--- config.mk ---
export PLATFORM = sky130hd
export DESIGN_NAME = uart_frame_packer
export DESIGN_NICKNAME = d
export VERILOG_FILES = /design/src/rtl/uart_frame_packer.sv
export SDC_FILE = /design/constraint.sdc
export NUM_CORES = 1
export LEC_CHECK = 0
export BUFFER_PORTS_ARGS = -buffer_cell sky130_fd_sc_hd__buf_4
export CELL_PAD_IN_SITES_DETAIL_PLACEMENT = 0
export CELL_PAD_IN_SITES_GLOBAL_PLACEMENT = 1
export CORE_ASPECT_RATIO = 2
export CORE_UTILIZATION = 25
export DETAILED_ROUTE_END_ITERATION = 7
export GPL_ROUTABILITY_DRIVEN = 0
export HOLD_SLACK_MARGIN = 0.08
export PLACE_DENSITY = 0.57
export SYNTH_ARGS = -nofsm -noshare
export SYNTH_HDL_FRONTEND = slang
export SYNTH_SLANG_ARGS = --single-unit
--- constraint.sdc ---
create_clock -name sys_clk -period 7 [get_ports sys_clk]
set_clock_uncertainty 0.1 [all_clocks]
set_input_delay 0.35 -clock sys_clk [delete_from_list [all_inputs] [get_ports sys_clk]]
set_output_delay 0.35 -clock sys_clk [all_outputs]
set_load 0.01 [all_outputs]
--- src/rtl/uart_frame_packer.sv ---
// uart_frame_packer: parses 55 AA LEN payload CHK frames from a UART byte stream and packs payload into 16-bit words behind a show-ahead FIFO
module uart_frame_packer #(
  parameter int CLK_FREQ      = 'd50_000_000,
  parameter int UART_BPS      = 'd9600,
  parameter int TIMEOUT_BYTES = 'd4,
  parameter int FIFO_DEPTH    = 'd4
) (
  input  logic        sys_clk,
  input  logic        sys_rst,
  input  logic [7:0]  pi_data,
  input  logic        pi_flag,
  output logic [15:0] wr_data,
  output logic        wr_valid,
  input  logic        wr_ready,
  output logic        frame_done,
  output logic [7:0]  frame_len,
  output logic        frame_err,
  output logic [1:0]  err_code
);
  localparam int AW = $clog2(FIFO_DEPTH);
  localparam int TO = TIMEOUT_BYTES * 10 * (CLK_FREQ / UART_BPS);
  localparam logic [23:0] TO_LAST = 24'(TO - 1);
  typedef enum logic [2:0] {IDLE, HDR2, LEN, PAYLOAD, CHK} state_t;
  state_t st;
  logic [7:0] plen, acc, idx, hold;
  logic [23:0] tcnt;
  logic [AW-1:0] wp, rp;
  logic [AW:0] cnt;
  logic [15:0] mem [FIFO_DEPTH];
  logic full, pop, push_req, push, ovf, tmo;
  assign wr_valid = cnt != '0;
  assign wr_data  = mem[rp];
  assign full     = cnt == (AW+1)'(FIFO_DEPTH);
  assign pop      = wr_valid && wr_ready;
  assign push_req = pi_flag && st == PAYLOAD && idx[0];
  // a pop on the same edge frees the slot, so a full FIFO still accepts the word
  assign push     = push_req && (!full || pop);
  assign ovf      = push_req && full && !pop;
  assign tmo      = st != IDLE && !pi_flag && tcnt == TO_LAST;
  always_ff @(posedge sys_clk) begin
    if (sys_rst) begin
      wp  <= '0;
      rp  <= '0;
      cnt <= '0;
      for (int i = 0; i < FIFO_DEPTH; i++) mem[i] <= '0;
    end else begin
      if (push) begin
        mem[wp] <= {hold, pi_data};
        wp      <= wp + AW'(1);
      end
      if (pop) rp <= rp + AW'(1);
      cnt <= cnt + (AW+1)'(push) - (AW+1)'(pop);
    end
  end
  always_ff @(posedge sys_clk) begin
    if (sys_rst) begin
      st         <= IDLE;
      plen       <= '0;
      acc        <= '0;
      idx        <= '0;
      hold       <= '0;
      tcnt       <= '0;
      frame_done <= 1'b0;
      frame_err  <= 1'b0;
      frame_len  <= '0;
      err_code   <= '0;
    end else begin
      frame_done <= 1'b0;
      frame_err  <= 1'b0;
      tcnt       <= (st == IDLE || pi_flag || tmo) ? '0 : tcnt + 24'd1;
      if (tmo) begin
        st        <= IDLE;
        frame_err <= 1'b1;
        err_code  <= 2'd3;
      end else if (pi_flag) begin
        case (st)
          IDLE: st <= pi_data == 8'h55 ? HDR2 : IDLE;
          HDR2: st <= pi_data == 8'hAA ? LEN : pi_data == 8'h55 ? HDR2 : IDLE;
          LEN: begin
            // odd check also rejects 255
            if (pi_data[0] || pi_data == 8'd0) begin
              st        <= IDLE;
              frame_err <= 1'b1;
              err_code  <= 2'd1;
            end else begin
              st   <= PAYLOAD;
              plen <= pi_data;
              acc  <= pi_data;
              idx  <= '0;
            end
          end
          PAYLOAD: begin
            acc <= acc + pi_data;
            idx <= idx + 8'd1;
            if (!idx[0]) hold <= pi_data;
            if (ovf) begin
              st        <= IDLE;
              frame_err <= 1'b1;
              err_code  <= 2'd0;
            end else if (idx + 8'd1 == plen) st <= CHK;
          end
          CHK: begin
            st <= IDLE;
            if (pi_data == acc) begin
              frame_done <= 1'b1;
              frame_len  <= plen;
            end else begin
              frame_err <= 1'b1;
              err_code  <= 2'd2;
            end
          end
          default: st <= IDLE;
        endcase
      end
    end
  end
endmodule

# --- Word level (Yosys, flattened, before mapping) ---
# Memory sizes are Yosys's and may differ from the RTL's. A register that Yosys moved wholly into a read port is not among the register bits.
# Index checks and enable logic that the tools add are counted.
totals:
  register_bits: 78
  ram_bits: 64
  out_inout_bits: 29
  word_cells: 106
  mem_count: 1
classes:
  addsub: 7
  n_eq_ne: 15
  muxes: 33
  bitwise: 5
  n_reduce_logical: 32
memory_table:
  columns: ["name", "words", "word_bits", "rd", "rd_clocked_by_memory_dff", "wr", "line_no", "text"]
  rows:
  - ["mem", 4, 16, 1, 1, 4, "29", "logic [15:0] mem [FIFO_DEPTH];"]
op_table:
  columns: ["operator", "n"]
  rows:
  - ["$pmux 8 s2", 2]
  - ["$add 24x1->24 const B", 1]
  - ["$eq 24x18->1 const B", 1]
  - ["$mux 2", 10]
  - ["$eq 8x8->1", 2]
  - ["$mux 16", 1]
  - ["$mux 8", 2]
  - ["$reduce_and 4->1", 4]
  - ["$reduce_or 16->1", 1]
  - ["$mux 1", 13]
  - ["$pmux 3 s4", 1]
  - ["$ne 3x3->1 const B", 3]
  - ["$add 8x1->8 const B", 1]
  - ["$add 8x8->8", 1]
  - ["$eq 8x7->1 const B", 1]
  - ["$eq 8x8->1 const B", 1]
  - ["$logic_and 1x1->1", 8]
  - ["$logic_not 8->1", 1]
  - ["$eq 3x2->1 const B", 2]
  - ["$eq 3x3->1 const B", 2]
  - ["$mux 3", 2]
  - ["$pmux 2 s3", 1]
  - ["$reduce_bool 3->1", 2]
  - ["$not 1->1", 5]
  - ["16 further kinds", 24]

# --- Depth between registers and ports, before layout ---
# Gate-level depths: netlist of the first run.
depth:
  depth_word: 9
  ltp_mapped: 12
  ltp_nobuf: 11

# --- Least setup slack after synthesis of the first run ---
# Ideal clock, no wire load.
synth_timing:
  path_type: "register to register"
  startpoint: "register st[1]"
  endpoint: "register cnt[2]"
  arrival_time_ns: 2.221
  required_time_ns: 6.772
  setup_slack_ns: 4.551
  stages_incl_launch_ff: 13
  n_path_buf: 1
  synth_period_minus_slack_ns: 2.449
  path_cell_list: "dfxtp_1 nor2b_1 buf_2 and3_1 nand3_2 ha_1 inv_1 ha_1 inv_1 fa_1 xor2_1 xnor2_1 nor2_1"
synth_via:
  elab_chain_cells: 6
synth_lines:
  columns: ["item", "line_no", "text"]
  rows:
  - ["start, declared", "24", "state_t st;"]
  - ["start signal, assigned", "77", "IDLE: st <= pi_data == 8'h55 ? HDR2 : IDLE;"]
  - ["start signal, assigned", "78", "HDR2: st <= pi_data == 8'hAA ? LEN : pi_data == 8'h55 ? HDR2 : IDLE;"]
  - ["$eq 3x2->1", "35", "assign push_req = pi_flag && st == PAYLOAD && idx[0];"]
  - ["$logic_and 1x1->1 (2 in a row)", "35", null]
  - ["$logic_and 1x1->1", "37", "assign push = push_req && (!full || pop);"]
  - ["$add 3x1->3", "52", "cnt <= cnt + (AW+1)'(push) - (AW+1)'(pop);"]
  - ["$sub 3x1->3", "52", null]
  - ["end signal, assigned", "52", null]
  - ["end, declared", "28", "logic [AW:0] cnt;"]
# No other way between the ends.
# A chain may end at the register's enable or synchronous reset.

==> results.py, run 1 <==
metrics = {
    "worst_setup_path": {
        "worstPathRequired_ps": 6980,
        "critical_path_class": "flop to flop",
        "worst_path_largest_cell_delay_ps": 660,
        "timing.critical_path.to_type": "flop",
        "path_buf_inv": 0,
        "crit_path_max_fanout": 17,
        "worstPathArrival_ps": 3010,
        "path_cells": "nor2b_1 -> and3_1 -> nand3_2 -> nor4_4 -> or2_2",
        "critical-path-slowest-cell": "sky130_fd_sc_hd__nor4_4",
        "critPathTopFamily": "simple AND/OR/NAND/NOR gates",
        "timing.critical_path.from_type": "flop",
        "r2r_setup_slack_ps": 3970,
    },
    "place": {
        "io_buffer_count": 40,
        "post-dp-hpwl_um": 12300,
        "dpl-instance-area_um2": 7240,
    },
    "cts": {
        "clk_pin_slew_worst_paths_ps": 70,
        "total_of_cells_resized_after_clock_tree_synthesis": 0,
        "clkLatencyLatePin_ps": 430,
        "postCtsSetupRepairBufs": 0,
        "cts-buffers-inserted": 17,
        "cts_root_buffer": "sky130_fd_sc_hd__clkbuf_16",
        "postCtsHoldBufs": 0,
        "clock_tree_from_tritoncts": "built",
        "clock_sinks": 144,
        "clk_path_buf_depth": 2,
        "htreeDepth": 4,
    },
    "floorplanning": {
        "fp-row-count": 84,
        "start_util_pct": 25.3,
        "floorplan.die_area_um2": 27200,
        "design.core.area_um2": 26200,
        "die_width_um": 117,
        "ports_placed_on_the_boundary": 41,
        "die_y_um": 232,
    },
    "sta": {
        "rsz0062_at_grt": "no",
        "max-slew-margin-rel_pct": 38.0,
        "final_hold_vios": 0,
        "hold_slack_ps": 127,
        "achievable-frequency_ghz": 0.330,
        "post_layout_min_period_ps": 3030,
        "final_min_period_over_clock_period_pct": 43.2,
        "final-max-slew-violation-count": 0,
        "timing.final.setup_violations": 0,
        "tns_ps": 0,
        "worstMarginPinSlew_ps": 929,
    },
    "layout": {
        "flow.area_growth_from_synthesis_pct": 17.9,
        "post_route_cells_drive_above_1_share_pct": 14.5,
        "finalNetCount": 701,
        "post-route-util_pct": 29.9,
        "finish.instance_area_um2": 7810,
        "diodes": 0,
    },
    "global_routing": {
        "grtUsageMet3_pct": 3.11,
        "grt_antenna_before_repair": 0,
        "grt_pass1_wl_um": 27600,
        "grt_max_degree": 60,
        "global_route.usage.total_pct": 14.0,
        "global_route.overflow_total": 0,
        "globalRouteMet2Util_pct": 26.8,
        "global_route.peak_usage_layer": "met2",
        "grt_use_met1_pct": 13.9,
        "grt_pass1_vias": 4930,
    },
    "drt": {
        "route.detailed.drc": 0,
        "vias": 4727,
        "detail_route.wl_per_cell_um": 16.8,
        "via_count_normalized_by_instance_count": 4.58,
        "drt_first_pass_iters": 4,
        "finalWirelength_um": 17300,
        "antenna_violating_nets_post_route": 0,
        "drtIter0Drc": 157,
    },
    "yosys": {
        "synth_top_cells_by_area": "sky130_fd_sc_hd__edfxtp_1 (29%), sky130_fd_sc_hd__dfxtp_1 (24%), sky130_fd_sc_hd__nor2_1 (5.7%)",
        "postSynth.topFlopCell": "sky130_fd_sc_hd__dfxtp_1",
        "synth_fp_nets": 672,
        "syn-cell-area_um2": 6630,
        "ys.warnings.count": 0,
        "synth_async_sr_flop_share_pct": 0,
        "postSynthAreaPerCell_um2": 10.2,
        "yosys.cell_types.count": 55,
        "synth_top_cell_by_area": "sky130_fd_sc_hd__edfxtp_1",
        "syn-instance-count": 647,
        "yosysTopAreaCellShare_pct": 29.0,
        "netlist_top_cells_count": "sky130_fd_sc_hd__nor2_1 (101), sky130_fd_sc_hd__dfxtp_1 (80), sky130_fd_sc_hd__edfxtp_1 (64)",
        "ys_seq_elements": 144,
        "most_repeated_cell_in_the_gate_level_netlist_after_synthesis": "sky130_fd_sc_hd__nor2_1",
        "synth_seq_area_share_pct": 53.2,
        "synth_enable_flop_cells": 64,
    },
    "run_status": {
        "result_of_the_run": "finished, final reports clean",
    },
    "power_and_ir_drop": {
        "static_leak_nw": 2.77,
        "vdd_drop_max_mv": 0.142,
        "cellPowerDensity_nw_per_um2": 234,
    },
    "flow_run": {
        "cap_viol_max_count": 0,
    },
    "min_path": {
        "hold_path_class": "input port to flop",
    },
}
-- flip-flops by register name, summed over array words and instances (netlist names), named ones only --
register	count
wp	2
rp	2
mem	64
tcnt	24
frame_len	8
frame_done	1
st	3
plen	8
idx	8
err_code	2
hold	8
acc	8
frame_err	1
cnt	3
-- per-stage QoR --
stage / total power, mW / instances / setup WS (ps)
global placement: 0.972 / 1001 / 3920
detailed placement: 0.973 / 1001 / 3920
global route: 1.89 / 1033 / 3690
finish: 1.82 / 1033 / 3970
CTS: 1.85 / 1033 / 3900
floorplan: 0.942 / 647 / 4550
-- worst register-to-register path: cells and delay by family (launching register included) --
kind	cells	cell delay [ps]
AND/OR/NAND/NOR	5	2140
flip-flops	1	420
-- worst paths after layout --
| kind | cells after the start | start | end |
|---|---|---|---|
| worst min-delay path | 3 | pi_data[2] | hold[2] |
| worst max-delay path | 5 | st[1] | mem[0][6] |
| worst max register to register | 5 | st[1] | mem[0][6] |
| worst min register to register | 2 | acc[0] | acc[0] |
-- layer usage --
| layer | wire (um) | part of all wire [%] |
|---|---|---|
| met1 | 6270 | 36 |
| met5 | 0 | 0 |
| met3 | 572 | 3.3 |
| met4 | 463 | 2.7 |
| met2 | 10000 | 58 |
-- final cells by class --
cell class	instances	area, um^2
Clock buffer	20	457
Clock inverter	12	114
Fill cell	2738	18400
Inverter	27	101
Multi-Input combinational cell	442	2860
Sequential cell	144	3520
Tap cell	344	430
Timing Repair Buffer	44	330
-- power by group --
group / leakage, nW / total (mW) / switching, mW / internal (mW)
clock network: 0.268 / 0.872 / 0.364 / 0.508
registers: 1.26 / 0.897 / 0.00425 / 0.893
logic: 1.24 / 0.0554 / 0.0353 / 0.0201
-- logic make-up (layout without fill, tap and decap cells) --
group / Yosys count / after routing / synth area share, %
fa+ha+maj: 13 / 13 / 2.68
xor+xnor: 36 / 36 / 4.76
simple gates: 277 / 277 / 20.4
compound gates: 84 / 84 / 7.46
flops: 144 / 144 / 53.2
buf+inv: 61 / 103 / 3.72
mux: 32 / 32 / 7.85
-- placed cells by master (no fill, tap or decap), drive strengths merged, types with 3 or more instances in the layout --
cell type and n:
or2 5, or3 9, o21bai 3, nor3 12, buf 44, dfxtp 80
mux2i 16, nor2 102, a211oi 3, edfxtp 64, nor2b 9, ha 11
clkbuf 20, nor4 10, xnor2 15, mux4 16, a21oi 34, clkinvlp 4
and3 7, nand3 14, nand2 62, nand3b 3, nand4 8, a31oi 3
o21ai 25, inv 27, o211ai 3, and2 21, xor2 21, nor3b 5
clkinv 7
Power figures use the tool's default switching activity.
==> inputs of run 2 (changes only) <==
==> constraint.sdc (replaced) <==
create_clock -name sys_clk -period 3 [get_ports sys_clk]
set_clock_uncertainty 0.1 [all_clocks]
set_input_delay 0.15 -clock sys_clk [delete_from_list [all_inputs] [get_ports sys_clk]]
set_output_delay 0.15 -clock sys_clk [all_outputs]
set_load 0.01 [all_outputs]
==> results.py, run 2 (same netlist as run 1, synthesis figures left out) <==
metrics = {
    "layout": {
        "stdcell_count": 1058,
        "flow.area_growth_from_synthesis_pct": 20.5,
        "layout_top_registers": "mem x64, tcnt x24",
        "layout.cells.most_common": "sky130_fd_sc_hd__nor2_1",
        "diodes": 0,
        "mostFrequentLayoutCells": "sky130_fd_sc_hd__nor2_1 (101), sky130_fd_sc_hd__dfxtp_1 (80), sky130_fd_sc_hd__edfxtp_1 (64), sky130_fd_sc_hd__nand2_1 (62), sky130_fd_sc_hd__buf_4 (60)",
        "final.fill_count": 2715,
        "largest_register": "mem",
        "post_route_cells_drive_above_1_share_pct": 15.7,
        "finalNetCount": 726,
        "number_of_flip_flops_under_the_largest_register_name": 64,
    },
    "worst_setup_path": {
        "worstPathRequired_ps": 3260,
        "timing.critical_path.from_type": "flop",
        "rr_worst_depth": 9,
        "worstPathArrival_ps": 2900,
        "crit_path_max_fanout": 8,
        "worst_path_largest_cell_delay_ps": 390,
        "path_depth": 9,
        "critical_path_class": "flop to flop",
        "path_cells": "ha_1 -> nand3_1 -> nor3b_1 -> o2111ai_1 -> nor4_1 -> buf_4 -> nor2_1 -> or3_1 -> a21oi_1",
        "critical-path-slowest-cell": "sky130_fd_sc_hd__dfxtp_1",
        "timing.critical_path.to_type": "flop",
        "critPathTopFamily": "simple AND/OR/NAND/NOR gates",
        "path_buf_inv": 1,
    },
    "global_routing": {
        "global_route.usage.total_pct": 13.7,
        "grt_pass1_wl_um": 27100,
        "grt_pass1_vias": 5000,
        "grt_antenna_before_repair": 0,
        "grt_max_degree": 60,
        "global_route.overflow_total": 0,
    },
    "power_and_ir_drop": {
        "static_leak_nw": 2.87,
        "vdd_drop_max_mv": 0.345,
        "cellPowerDensity_nw_per_um2": 524,
    },
    "sta": {
        "timing.final.setup_violations": 0,
        "final-max-slew-violation-count": 0,
        "post_layout_min_period_ps": 2640,
        "final_hold_vios": 0,
        "achievable-frequency_ghz": 0.378,
        "tns_ps": 0,
        "max-slew-margin-rel_pct": 54.6,
        "final_min_period_over_clock_period_pct": 88.1,
        "rsz0062_at_grt": "no",
        "worstMarginPinSlew_ps": 681,
    },
    "place": {
        "placedCellCount": 1017,
        "post-dp-hpwl_um": 12000,
        "io_buffer_count": 40,
    },
    "cts": {
        "cts_root_buffer": "sky130_fd_sc_hd__clkbuf_16",
        "postCtsSetupRepairBufs": 0,
        "clock_tree_from_tritoncts": "built",
        "cts-buffers-inserted": 17,
        "htreeDepth": 4,
        "clkLatencyLatePin_ps": 430,
        "clock_sinks": 144,
        "clk_path_buf_depth": 2,
        "clk_pin_slew_worst_paths_ps": 60,
    },
    "drt": {
        "route.detailed.drc": 0,
        "vias": 4762,
        "drtIter0Drc": 191,
        "finalWirelength_um": 17100,
        "drt_first_pass_iters": 4,
        "via_count_normalized_by_instance_count": 4.50,
        "antenna_violating_nets_post_route": 0,
        "detail_route.wl_per_cell_um": 16.1,
    },
    "flow_run": {
        "cap_viol_max_count": 0,
    },
    "floorplanning": {
        "ports_placed_on_the_boundary": 41,
        "floorplan.die_area_um2": 27200,
        "start_util_pct": 25.3,
        "die_y_um": 232,
        "design.core.area_um2": 26200,
        "fp-row-count": 84,
        "die_width_um": 117,
    },
    "run_status": {
        "result_of_the_run": "finished, final reports clean",
    },
    "min_path": {
        "hold_path_class": "input port to flop",
        "min_delay_path_depth": 4,
    },
}
## run 2: cell count changes in the layout (fill, tap and decap cells not counted), sizes merged
cell and delta:
buf +16, clkbuf +1, clkinvlp -2, dlygate4sd3 +9, inv +1
## run 2: worst register-to-register path: cells and delay by family, from the launching register on
family                     cells  cell delay [ps]
and+or+nand+nor                5             1230
DFF                            1              390
adders and majority gates      1              360
AOI/OAI and AO/OA              2              310
buffers and inverters          1              180
## run 2: final cells by class
type,count,area [um^2],area share [%]
clock buffers,21,440,5.52
multi-input cells,442,2860,35.8
flip-flops and latches,144,3520,44.1
clock inverters,11,91.3,1.14
inverters,27,101,1.27
repair buffers,69,541,6.77
well taps,344,430,5.39
## run 2: worst paths after layout
kind,start,end,slack (ps)
worst min register to register,tcnt[0],tcnt[0],370
worst min-delay path,wr_ready,rp[0],110
worst max register to register,idx[1],st[0],360
worst max-delay path,idx[1],st[0],360
## run 2: timing repair
item                      in CTS  in global routing
gates resized for setup        0                  0
hold buffers                   9                  0
hold endpoints to repair      37                  0
## run 2: routing by layer
| metal | part of all wire (%) | wire length (um) | vias to the layer above | GRT usage (%) |
|---|---|---|---|---|
| met5 | 0 | 0 | - | 0 |
| met4 | 2.7 | 454 | 0 | 7.08 |
| met3 | 2.4 | 415 | 22 | 2.74 |
| met2 | 58 | 9850 | 68 | 26.7 |
| met1 | 37 | 6340 | 2302 | 13.0 |
| li1 | - | - | 2370 | - |
## run 2: per-stage QoR
step / cell area [um^2] / power, mW / utilization, % / setup WS (ps) / hold WS, ps
after global routing: 7980 / 4.33 / 30.5 / 221 / 120
after global placement: 7360 / 2.27 / 28.1 / 334 / 347
after detailed placement: 7360 / 2.27 / 28.1 / 330 / 358
after CTS: 7980 / 4.26 / 30.5 / 325 / 94.4
final: 7980 / 4.18 / 30.5 / 357 / 108
after floorplan: 6630 / 2.20 / - / 551 / 186
## run 2: where the power goes
part	leakage, nW	switching [mW]	internal, mW	total (mW)
Clock	0.258	0.818	1.13	1.95
Combinational	1.35	0.0847	0.0554	0.140
Sequential	1.26	0.00951	2.08	2.09
==> inputs of run 3 (changes only) <==
--- a/config.mk
+++ b/config.mk
@@ -10,6 +10,7 @@
 export CELL_PAD_IN_SITES_GLOBAL_PLACEMENT = 1
 export CORE_ASPECT_RATIO = 2
 export CORE_UTILIZATION = 25
+export CTS_BUF_LIST = sky130_fd_sc_hd__clkbuf_2 sky130_fd_sc_hd__clkbuf_4 sky130_fd_sc_hd__clkbuf_8
 export DETAILED_ROUTE_END_ITERATION = 7
 export GPL_ROUTABILITY_DRIVEN = 0
 export HOLD_SLACK_MARGIN = 0.08
==> results.py, run 3 (same netlist as run 1, synthesis figures left out) <==
metrics = {
    "layout": {
        "layout.cells.most_common": "sky130_fd_sc_hd__nor2_1",
        "layout_top_registers": "mem x64, tcnt x24",
        "finish.instance_area_um2": 7820,
        "mostFrequentLayoutCells": "sky130_fd_sc_hd__nor2_1 (101), sky130_fd_sc_hd__dfxtp_1 (80), sky130_fd_sc_hd__edfxtp_1 (64), sky130_fd_sc_hd__nand2_1 (62), sky130_fd_sc_hd__buf_4 (60)",
        "final-seq-area_um2": 3520,
        "finalNetCount": 727,
        "largest_register": "mem",
        "final.fill_count": 2725,
        "post_route_cells_drive_above_1_share_pct": 16.2,
        "post-route-util_pct": 29.9,
        "number_of_flip_flops_under_the_largest_register_name": 64,
        "multi_input_area_um2": 2860,
        "flow.area_growth_from_synthesis_pct": 18.0,
        "diodes": 0,
    },
    "cts": {
        "clkLatencyLatePin_ps": 460,
        "clk_path_buf_depth": 2,
        "cts_root_buffer": "sky130_fd_sc_hd__clkbuf_8",
        "cts-buffers-inserted": 17,
        "clock_sinks": 144,
        "htreeDepth": 4,
        "clock_tree_from_tritoncts": "built",
        "clk_pin_slew_worst_paths_ps": 80,
    },
    "min_path": {
        "hold_path_class": "input port to flop",
        "min_delay_path_depth": 2,
        "min_from": "sys_rst",
        "timing.hold.worst_endpoint": "rp[0]",
    },
    "floorplanning": {
        "design.core.area_um2": 26200,
        "floorplan.die_area_um2": 27200,
        "fp-row-count": 84,
        "start_util_pct": 25.3,
        "die_y_um": 232,
        "die_width_um": 117,
        "ports_placed_on_the_boundary": 41,
    },
    "power_and_ir_drop": {
        "cellPowerDensity_nw_per_um2": 469,
        "vdd_drop_max_mv": 0.242,
        "total_power_mw": 3.67,
        "static_leak_nw": 2.80,
    },
    "drt": {
        "route.detailed.drc": 0,
        "finalWirelength_um": 17100,
        "drtIter0Drc": 207,
        "via_count_normalized_by_instance_count": 4.50,
        "detail_route.wl_per_cell_um": 16.1,
        "antenna_violating_nets_post_route": 0,
        "vias": 4763,
        "drt_first_pass_iters": 4,
    },
    "worst_setup_path": {
        "timing.critical_path.to_type": "flop",
        "r2r_setup_slack_ps": 350,
        "rr_worst_depth": 9,
        "critical_path_class": "flop to flop",
        "worstPathArrival_ps": 2950,
        "worstPathRequired_ps": 3300,
        "timing.critical_path.from_type": "flop",
        "path_cells": "ha_1 -> nand3_1 -> nor3b_1 -> o2111ai_1 -> nor4_1 -> buf_4 -> nor2_1 -> or3_1 -> a21oi_1",
        "crit_path_max_fanout": 8,
        "startpoint_of_the_worst_register_to_register_path": "idx[1]",
        "worst_path_largest_cell_delay_ps": 400,
        "path_buf_inv": 1,
        "path_depth": 9,
        "critPathTopFamily": "simple AND/OR/NAND/NOR gates",
        "critical-path-slowest-cell": "sky130_fd_sc_hd__dfxtp_1",
        "r2r-end": "st[0]",
    },
    "sta": {
        "post_layout_min_period_ps": 2650,
        "final-max-slew-violation-count": 0,
        "final_hold_vios": 0,
        "final_min_period_over_clock_period_pct": 88.5,
        "timing.final.setup_violations": 0,
        "max-slew-margin-rel_pct": 54.8,
        "worstMarginPinSlew_ps": 678,
        "hold_slack_ps": 98.7,
        "rsz0062_at_grt": "no",
        "achievable-frequency_ghz": 0.377,
        "tns_ps": 0,
    },
    "run_status": {
        "result_of_the_run": "finished, final reports clean",
    },
    "global_routing": {
        "grt_pass1_vias": 4997,
        "grt_antenna_before_repair": 0,
        "grt_max_degree": 60,
        "global_route.usage.total_pct": 13.7,
        "grt_pass1_wl_um": 27100,
        "global_route.overflow_total": 0,
    },
    "place": {
        "dpl-instance-area_um2": 7360,
        "post-dp-hpwl_um": 12000,
        "io_buffer_count": 40,
    },
    "flow_run": {
        "cap_viol_max_count": 0,
    },
}
run 3: changes by cell type in the layout (fill, tap and decap cells not counted):
cell and delta:
sky130_fd_sc_hd__clkbuf_16 -17, sky130_fd_sc_hd__clkbuf_8 +17, sky130_fd_sc_hd__clkbuf_1 -4, sky130_fd_sc_hd__clkbuf_4 +4
sky130_fd_sc_hd__dlygate4sd3_1 +1
run 3: worst max path at each step:
stage	start	to	slack, ps
after floorplan	st[1]	cnt[2]	550
after global placement	idx[1]	st[1]	330
after detailed placement	idx[1]	st[0]	330
after CTS	idx[1]	st[0]	320
after global routing	idx[1]	st[0]	220
final	idx[1]	st[0]	350
run 3: cell type report:
cell class	instances	share of cell area [%]
Sequential cell	144	45.1
Inverter	27	1.30
Multi-Input combinational cell	442	36.5
Tap cell	344	5.51
Clock buffer	21	3.38
Timing Repair Buffer	70	7.04
Clock inverter	11	1.17
run 3: routing by layer:
metal / global-route usage, % / vias up / share of wire, %
met1: 13.0 / 2298 / 37
met3: 2.79 / 26 / 2.5
met5: 0 / - / 0
li1: - / 2372 / -
met4: 6.53 / 0 / 2.9
met2: 26.7 / 67 / 58
run 3: where the power goes:
part	switching, mW	leakage, nW	internal (mW)
Clock	0.752	0.185	0.683
Sequential	0.00961	1.26	2.08
Combinational	0.0850	1.35	0.0562
run 3: stage by stage:
step	std cells	setup slack (ps)
5_1_grt	1059	219
2_1_floorplan	647	551
4_1_cts	1059	322
3_5_place_dp	1017	330
6_report	1059	346
3_3_place_gp	1017	334
run 3: repair_timing:
| item | 4_1_cts | 5_1_grt |
|---|---|---|
| resized for setup | 0 | 0 |
| hold endpoints to repair | 60 | 0 |
| setup buffers | 0 | 0 |
| hold buffers | 10 | 0 |
